==> config.mk <==
export PLATFORM = sky130hd
export DESIGN_NAME = punc_datapath
export DESIGN_NICKNAME = d
export VERILOG_FILES = /design/src/rtl/punc_pkg.sv /design/src/rtl/punc_regfile.sv /design/src/rtl/punc_datapath.sv
export SDC_FILE = /design/constraint.sdc
export NUM_CORES = 1
export LEC_CHECK = 0
export BUFFER_PORTS_ARGS = -buffer_cell sky130_fd_sc_hd__buf_2
export CAP_MARGIN = 15
export CELL_PAD_IN_SITES_DETAIL_PLACEMENT = 0
export CELL_PAD_IN_SITES_GLOBAL_PLACEMENT = 1
export CORE_MARGIN = 5
export CORE_UTILIZATION = 43
export DETAILED_ROUTE_END_ITERATION = 7
export PLACE_DENSITY = 0.84
export SLEW_MARGIN = 40
export SYNTH_ARGS = -nofsm -noshare
export SYNTH_HDL_FRONTEND = slang
export SYNTH_HIERARCHICAL = 1
export SYNTH_SLANG_ARGS = --single-unit
export TNS_END_PERCENT = 30
==> constraint.sdc <==
create_clock -name clk -period 5.2 [get_ports clk]
set_clock_uncertainty 0.15 [all_clocks]
set_input_delay 0.78 -clock clk [delete_from_list [all_inputs] [get_ports clk]]
set_output_delay 0.78 -clock clk [all_outputs]
set_load 0.03 [all_outputs]
==> src/rtl/punc_pkg.sv <==
// Shared select encodings and opcode constants for the PUnC LC3 datapath and its control FSM.
// Latency: n/a (constants and a pure function only).
// Backpressure: n/a.
package punc_pkg;

    // PC load source (PC_data_sel)
    localparam logic PC_ADD = 1'b0;   // PC + sign-extended offset
    localparam logic BASE_R = 1'b1;   // ALU result, normally PASS_A of a base register

    // PC adder offset (PC_add_sel)
    localparam logic PC_OFF11 = 1'b0; // sext(IR[10:0]), JSR
    localparam logic PC_OFF9  = 1'b1; // sext(IR[8:0]), BR/LD/ST/LDI/STI/LEA

    // Memory address source (addr_MEM_sel); 2'b11 falls back to PC
    localparam logic [1:0] PC_addr    = 2'b00;
    localparam logic [1:0] ALU_addr   = 2'b01;
    localparam logic [1:0] store_addr = 2'b10;

    // Register file write data (w_RF_sel); 2'b11 also selects the ALU
    localparam logic [1:0] PC_data  = 2'b00;
    localparam logic [1:0] MEM_data = 2'b01;
    localparam logic [1:0] ALU_data = 2'b10;

    // ALU operand selects
    localparam logic A_PC  = 1'b0;
    localparam logic A_RF  = 1'b1;
    localparam logic B_RF  = 1'b0;
    localparam logic B_IMM = 1'b1;

    // ALU operations (ALU_sel)
    localparam logic [1:0] ALU_ADD  = 2'b00;
    localparam logic [1:0] ALU_AND  = 2'b01;
    localparam logic [1:0] ALU_PASS = 2'b10;
    localparam logic [1:0] ALU_NOT  = 2'b11;

    // Condition-flag source (NZP_sel)
    localparam logic NZP_ALU = 1'b0;
    localparam logic NZP_MEM = 1'b1;

    // Immediate width (sext_sel); 2'b11 also selects the 9-bit form
    localparam logic [1:0] SEXT_5 = 2'b00;
    localparam logic [1:0] SEXT_6 = 2'b01;
    localparam logic [1:0] SEXT_9 = 2'b10;

    // LC3 opcodes, IR[15:12]
    localparam logic [3:0] OP_BR   = 4'b0000;
    localparam logic [3:0] OP_ADD  = 4'b0001;
    localparam logic [3:0] OP_LD   = 4'b0010;
    localparam logic [3:0] OP_ST   = 4'b0011;
    localparam logic [3:0] OP_JSR  = 4'b0100;
    localparam logic [3:0] OP_AND  = 4'b0101;
    localparam logic [3:0] OP_LDR  = 4'b0110;
    localparam logic [3:0] OP_STR  = 4'b0111;
    localparam logic [3:0] OP_RTI  = 4'b1000;
    localparam logic [3:0] OP_NOT  = 4'b1001;
    localparam logic [3:0] OP_LDI  = 4'b1010;
    localparam logic [3:0] OP_STI  = 4'b1011;
    localparam logic [3:0] OP_JMP  = 4'b1100;
    localparam logic [3:0] OP_RES  = 4'b1101;
    localparam logic [3:0] OP_LEA  = 4'b1110;
    localparam logic [3:0] OP_TRAP = 4'b1111;

    // Condition codes of a 16-bit value, returned as {n, z, p}; exactly one bit is set.
    function automatic logic [2:0] nzp_of(input logic [15:0] v);
        logic w_neg;
        logic w_zero;
        w_neg  = v[15];
        w_zero = (v == 16'h0000);
        return {w_neg, w_zero, ~w_neg & ~w_zero};
    endfunction

endpackage

==> src/rtl/punc_regfile.sv <==
// 8-entry register file: three combinational read ports, one synchronous write port, synchronous clear.
// Latency: reads are combinational; a write is visible one cycle after its enable (same-cycle read sees old data).
// Backpressure: none; every write and clear strobe is accepted on the edge it is sampled.
//
// Ports: clk, rst (sync active-high), i_clr (sync clear of all entries, beats i_w_en),
//        i_w_en/i_w_addr/i_w_dat write port, i_r_addr_0/1/2 -> o_r_dat_0/1/2 read ports.
module punc_regfile #(
    parameter int DW = 16
) (
    input  logic          clk,
    input  logic          rst,
    input  logic          i_clr,
    input  logic          i_w_en,
    input  logic [2:0]    i_w_addr,
    input  logic [DW-1:0] i_w_dat,
    input  logic [2:0]    i_r_addr_0,
    input  logic [2:0]    i_r_addr_1,
    input  logic [2:0]    i_r_addr_2,
    output logic [DW-1:0] o_r_dat_0,
    output logic [DW-1:0] o_r_dat_1,
    output logic [DW-1:0] o_r_dat_2
);

    logic [DW-1:0] r_regs [0:7];

    always_ff @(posedge clk) begin
        if (rst || i_clr) begin
            for (int i = 0; i < 8; i++) begin
                r_regs[i] <= '0;
            end
        end else if (i_w_en) begin
            r_regs[i_w_addr] <= i_w_dat;
        end
    end

    assign o_r_dat_0 = r_regs[i_r_addr_0];
    assign o_r_dat_1 = r_regs[i_r_addr_1];
    assign o_r_dat_2 = r_regs[i_r_addr_2];

endmodule

==> src/rtl/punc_datapath.sv <==
// PUnC LC3 datapath: PC, IR, register file, NZP flags, indirect store register, ALU and muxes driven by controller strobes.
// Latency: every register update lands on the edge after its strobe; memory address/write data/write enable are combinational.
// Backpressure: none; the controller owns sequencing and memory reads are combinational.
//
// Ports: clk, rst (sync active-high); PC_* / IR_ld / store_ld / N_ld Z_ld P_ld load strobes;
//        *_sel mux selects; RF write/read/clear controls; mem_r_data in; mem_addr, mem_w_data, mem_w_en out;
//        ir and n/z/p back to the controller; pc_dbg and rf_dbg_data for observation.
module punc_datapath
    import punc_pkg::*;
#(
    parameter int            DW     = 16,
    parameter logic [DW-1:0] PC_RST = '0
) (
    input  logic          clk,
    input  logic          rst,
    input  logic          PC_data_sel,
    input  logic          PC_add_sel,
    input  logic          PC_ld,
    input  logic          PC_clr,
    input  logic          PC_inc,
    input  logic          IR_ld,
    input  logic [1:0]    addr_MEM_sel,
    input  logic          w_en_MEM,
    input  logic [1:0]    w_RF_sel,
    input  logic [2:0]    w_addr_RF,
    input  logic          w_en_RF,
    input  logic          rst_RF,
    input  logic [2:0]    r_addr_0_RF,
    input  logic [2:0]    r_addr_1_RF,
    input  logic [2:0]    r_addr_2_RF,
    input  logic [1:0]    sext_sel,
    input  logic          A_sel,
    input  logic          B_sel,
    input  logic [1:0]    ALU_sel,
    input  logic          NZP_sel,
    input  logic          N_ld,
    input  logic          Z_ld,
    input  logic          P_ld,
    input  logic          store_ld,
    input  logic [DW-1:0] mem_r_data,
    output logic [DW-1:0] mem_addr,
    output logic [DW-1:0] mem_w_data,
    output logic          mem_w_en,
    output logic [DW-1:0] ir,
    output logic          n,
    output logic          z,
    output logic          p,
    output logic [DW-1:0] pc_dbg,
    output logic [DW-1:0] rf_dbg_data
);

    localparam logic [DW-1:0] ONE = DW'(1);

    logic [DW-1:0] r_pc;
    logic [DW-1:0] r_ir;
    logic [DW-1:0] r_store;
    logic          r_n;
    logic          r_z;
    logic          r_p;

    logic [DW-1:0] w_rf_r0;
    logic [DW-1:0] w_rf_r1;
    logic [DW-1:0] w_rf_wdat;
    logic [DW-1:0] w_imm;
    logic [DW-1:0] w_pc_off;
    logic [DW-1:0] w_pc_add;
    logic [DW-1:0] w_pc_ld_val;
    logic [DW-1:0] w_alu_a;
    logic [DW-1:0] w_alu_b;
    logic [DW-1:0] w_alu;
    logic [DW-1:0] w_nzp_src;
    logic [2:0]    w_nzp;

    // Sign-extended immediates and PC offsets taken straight from IR fields
    always_comb begin
        case (sext_sel)
            SEXT_5:  w_imm = {{(DW-5){r_ir[4]}}, r_ir[4:0]};
            SEXT_6:  w_imm = {{(DW-6){r_ir[5]}}, r_ir[5:0]};
            default: w_imm = {{(DW-9){r_ir[8]}}, r_ir[8:0]};
        endcase
    end

    assign w_pc_off = (PC_add_sel == PC_OFF9) ? {{(DW-9){r_ir[8]}},  r_ir[8:0]}
                                              : {{(DW-11){r_ir[10]}}, r_ir[10:0]};
    // The controller increments PC during fetch, so this adds to the already-advanced PC
    assign w_pc_add = r_pc + w_pc_off;

    // ALU
    assign w_alu_a = (A_sel == A_RF)  ? w_rf_r0 : r_pc;
    assign w_alu_b = (B_sel == B_IMM) ? w_imm   : w_rf_r1;

    always_comb begin
        case (ALU_sel)
            ALU_ADD:  w_alu = w_alu_a + w_alu_b;
            ALU_AND:  w_alu = w_alu_a & w_alu_b;
            ALU_PASS: w_alu = w_alu_a;
            default:  w_alu = ~w_alu_a;
        endcase
    end

    assign w_pc_ld_val = (PC_data_sel == BASE_R) ? w_alu : w_pc_add;

    // PC: clear beats load beats increment
    always_ff @(posedge clk) begin
        if (rst || PC_clr) begin
            r_pc <= PC_RST;
        end else if (PC_ld) begin
            r_pc <= w_pc_ld_val;
        end else if (PC_inc) begin
            r_pc <= r_pc + ONE;
        end
    end

    // IR and the LDI/STI indirect-address register both capture the current memory word
    always_ff @(posedge clk) begin
        if (rst) begin
            r_ir    <= '0;
            r_store <= '0;
        end else begin
            if (IR_ld) begin
                r_ir <= mem_r_data;
            end
            if (store_ld) begin
                r_store <= mem_r_data;
            end
        end
    end

    // Flags load individually so the controller can update a subset
    assign w_nzp_src = (NZP_sel == NZP_MEM) ? mem_r_data : w_alu;
    assign w_nzp     = nzp_of(w_nzp_src);

    always_ff @(posedge clk) begin
        if (rst) begin
            r_n <= 1'b0;
            r_z <= 1'b0;
            r_p <= 1'b0;
        end else begin
            if (N_ld) r_n <= w_nzp[2];
            if (Z_ld) r_z <= w_nzp[1];
            if (P_ld) r_p <= w_nzp[0];
        end
    end

    // RF write data: on JSR the pre-update PC goes to R7 on the same edge PC takes the target
    always_comb begin
        case (w_RF_sel)
            PC_data:  w_rf_wdat = r_pc;
            MEM_data: w_rf_wdat = mem_r_data;
            default:  w_rf_wdat = w_alu;
        endcase
    end

    punc_regfile #(
        .DW (DW)
    ) u_regfile (
        .clk        (clk),
        .rst        (rst),
        .i_clr      (rst_RF),
        .i_w_en     (w_en_RF),
        .i_w_addr   (w_addr_RF),
        .i_w_dat    (w_rf_wdat),
        .i_r_addr_0 (r_addr_0_RF),
        .i_r_addr_1 (r_addr_1_RF),
        .i_r_addr_2 (r_addr_2_RF),
        .o_r_dat_0  (w_rf_r0),
        .o_r_dat_1  (w_rf_r1),
        .o_r_dat_2  (rf_dbg_data)
    );

    // Memory interface
    always_comb begin
        case (addr_MEM_sel)
            ALU_addr:   mem_addr = w_alu;
            store_addr: mem_addr = r_store;
            default:    mem_addr = r_pc;
        endcase
    end

    assign mem_w_data = w_rf_r1;
    assign mem_w_en   = w_en_MEM;

    assign ir     = r_ir;
    assign n      = r_n;
    assign z      = r_z;
    assign p      = r_p;
    assign pc_dbg = r_pc;

endmodule

==> flow_metrics.env <==
export IMPL_outcome="finished, final reports clean"
export IMPL_cpMostUsedCell="buf_12"
export IMPL_grt_pass1_wl_um=69600
export IMPL_setup_viol=0
export IMPL_syn_inst=1172
export IMPL_hold_depth=2
export IMPL_netlist_area_leader_share_pct=29.6
export IMPL_fin_crit_sh_pct=98.4
export IMPL_hold_path_endpoint="n$_SDFFE_PP0P_"
export IMPL_drive_gt1_share_pct=40.4
export IMPL_fmax_ghz=0.195
export IMPL_holdWs_ns=0.351
export IMPL_r2r_setup_slack_ns=0.61
export IMPL_powerDensity_mw_per_mm2=270
export IMPL_tightestPinTransition_ns=0.911
export IMPL_path_clk_slew_ns=0.07
export IMPL_worstPathArrival_ns=4.19
export IMPL_relSlewSlack_pct=38.6
export IMPL_place_ws_ns=-0.297
export IMPL_required_ns=4.27
export IMPL_initial_core_util_pct=43.7
export IMPL_synthesis_nets=1262
export IMPL_vias=11400
export IMPL_drtPass1Iterations=6
export IMPL_r2r_cells=18
export IMPL_port_buffer_count=135
export IMPL_grt_use_total_pct=27.1
export IMPL_max_stage_delay_ns=0.49
export IMPL_yosysTopAreaCell="edfxtp_1"
export IMPL_critical_path_cell_chain="buf_16, buf_12, buf_12, mux4_2, mux2_2, mux2_4, ha_4, o21ai_0, o2bb2ai_1, or2_1, o31ai_2, mux2i_1, o21a_1, a22oi_2, o21ai_2, buf_6"
export IMPL_r2r_start="u_regfile/r_regs[7][0]$_SDFFCE_PN0P_"
export IMPL_hold_class="flip-flop to flip-flop"
export IMPL_synthDistinctLibCells=70
export IMPL_viasPerCell=6.41
export IMPL_yosysWarningCount=6
export IMPL_drv_cap=0
export IMPL_synth_seq_cells=179
export IMPL_hold_violations=0
export IMPL_hpwl_um=33600
export IMPL_routed_wl_um=46800
export IMPL_clockBufferDepth=2
export IMPL_n_antenna_cell=0
export IMPL_final_common_cell="buf_4"
export IMPL_dieArea_mm2=0.0338
export IMPL_antenna_found_initial=2
export IMPL_cts_tree="built"
export IMPL_nFillCells=2564
export IMPL_ys_flop_type="edfxtp_1"
export IMPL_place_congestion=0.989
export IMPL_drt_iter0_markers=1269
export IMPL_htree_levels=4
export IMPL_cts_root_buf="clkbuf_16"
export IMPL_critical_path_max_fanout=8
export IMPL_synth_area_leaders="edfxtp_1, mux4_2, dfxtp_1"
export IMPL_ant_nets=0
export IMPL_cp_slowest_cell="mux4_2"
export IMPL_wl_per_cell_um=26.2
export IMPL_layout_setup_ws_ns=0.0827
export IMPL_synth_seq_area_share_pct=37.5
export IMPL_start_kind="primary input"
export IMPL_grt_max_degree=50
export IMPL_clock_sinks=179
export IMPL_timing_rr_end="u_regfile/r_regs[6][14]$_SDFFCE_PN0P_"
export IMPL_grt_ovfl_total=0
export IMPL_fin_crit_ns=5.12
export IMPL_clock_latency_ns=0.45
export IMPL_endpoint_kind="output port"
export IMPL_die_x_um=184
export IMPL_core_area_mm2=0.0297
export IMPL_mostFrequentLayoutCells="buf_4, edfxtp_1, buf_2"
export IMPL_cts_hold_buf=0
export IMPL_syn_cell_area_mm2=0.0130
export IMPL_drcViolationCount=0
export IMPL_grt_pass1_vias=11200
export IMPL_row_count=63
export IMPL_rsz0062_at_grt="yes"
export IMPL_syn_area_per_cell_um2=11.1
export IMPL_worstHoldStart="n$_SDFFE_PP0P_"
export IMPL_worstSetupPathType="primary input to output port"
export IMPL_power_mw=4.30
export IMPL_ys_async_sr_fraction_pct=0
export IMPL_syn2layout_area_growth_pct=22.9
export IMPL_cts_buffers=17
export IMPL_die_y_um=184
export IMPL_ios=138
export IMPL_maxSlewViolCount=0
export IMPL_ir_worst_vdd_v=0.000226
export IMPL_p_leak_nw=6.35
export IMPL_nets=1473
export IMPL_synth_edf_count=128
-- kinds of logic after synthesis --
logic type	count (synthesis)	synth area share, %
XOR/XNOR	39	2.63
multiplexers	227	27.5
buffers and inverters	132	4.60
AND/OR/NAND/NOR	349	13.8
adder cells (fa/ha/maj)	36	3.59
AO/OA/AOI/OAI	210	10.4
flip-flops	179	37.5
-- per-stage QoR --
| step | instances | TNS [ns] | utilization (%) | cell area [um^2] |
|---|---|---|---|---|
| 6_report | 1786 | 0 | 53.7 | 15900 |
| 2_1_floorplan | 1172 | -0.338 | - | 13000 |
| 3_5_place_dp | 1744 | -5.33 | 50.0 | 14800 |
| 3_3_place_gp | 1744 | -3.12 | 49.9 | 14800 |
| 5_1_grt | 1786 | -0.165 | 53.7 | 15900 |
| 4_1_cts | 1785 | -0.00741 | 52.8 | 15700 |
-- registers in the layout, summed over array words and instances, names as in the netlist --
name	count
pc_dbg	16
p	1
ir	16
n	1
u_regfile/r_regs	128
r_store	16
z	1
-- per-layer routing --
metal / global-route usage, % / vias to the layer above / routed length [um]
met1: 36.3 / 5616 / 18200
met4: 8.87 / 0 / 1690
met5: 0 / - / 0
li1: - / 4940 / -
met3: 4.19 / 134 / 4240
met2: 45.5 / 750 / 22700
-- worst max-delay path by stage --
stage	from	to	slack, ns	cells past startpoint
after CTS	r_addr_0_RF[0]	mem_addr[15]	-0.005	15
after detailed placement	r_addr_0_RF[0]	mem_addr[13]	-0.30	15
final	r_addr_0_RF[0]	mem_addr[14]	0.08	16
after global placement	r_addr_0_RF[0]	mem_addr[12]	-0.27	15
after global routing	r_addr_0_RF[0]	mem_addr[11]	-0.04	17
after floorplan	r_addr_1_RF[0]	mem_addr[12]	-0.08	15
-- layout make-up --
cell class	count	area, um^2	area share, %
clock inverter	15	205	1.29
sequential	179	4860	30.5
inverter	36	135	0.847
clock buffer	17	425	2.67
multi-input combinational	861	7850	49.2
tap	390	488	3.06
timing repair buffer	288	1980	12.4
-- report_power, final --
| group | leakage [nW] | internal (mW) | switching, mW |
|---|---|---|---|
| Sequential | 1.85 | 1.59 | 0.0628 |
| Combinational | 4.20 | 0.516 | 0.711 |
| Clock | 0.307 | 0.744 | 0.674 |
| Total | 6.35 | 2.85 | 1.45 |
-- cells in the mapped netlist (all sizes together) (9+ instances only) --
cell type  number
o21ai          74
clkbuf         52
xnor2          29
clkinv         16
o21a            9
a211oi         17
nor3          135
inv            20
a22oi          15
a21oi          40
xor2           10
nor2           83
nand2          59
ha             34
nand2b          9
edfxtp        128
a21o            9
mux2           71
dfxtp          51
buf            44
mux2i          60
nor2b           9
mux4           96
-- repair_timing --
item / in CTS / in global routing
buffers inserted: 8 / 1
endpoints found under the setup margin: 11 / 11
resized for setup: 23 / 46
cloned: 1 / 0
pin swaps: 7 / 24
-- worst max-delay path: cells and delay by family --
family	cells	cell delay (ns)
adders and majority gates	1	0.29
buffers and inverters	4	0.53
and+or+nand+nor	1	0.27
AOI/OAI and AO/OA	6	1.03
muxes	4	1.29
No activity file was read; power rests on OpenSTA's default activity.
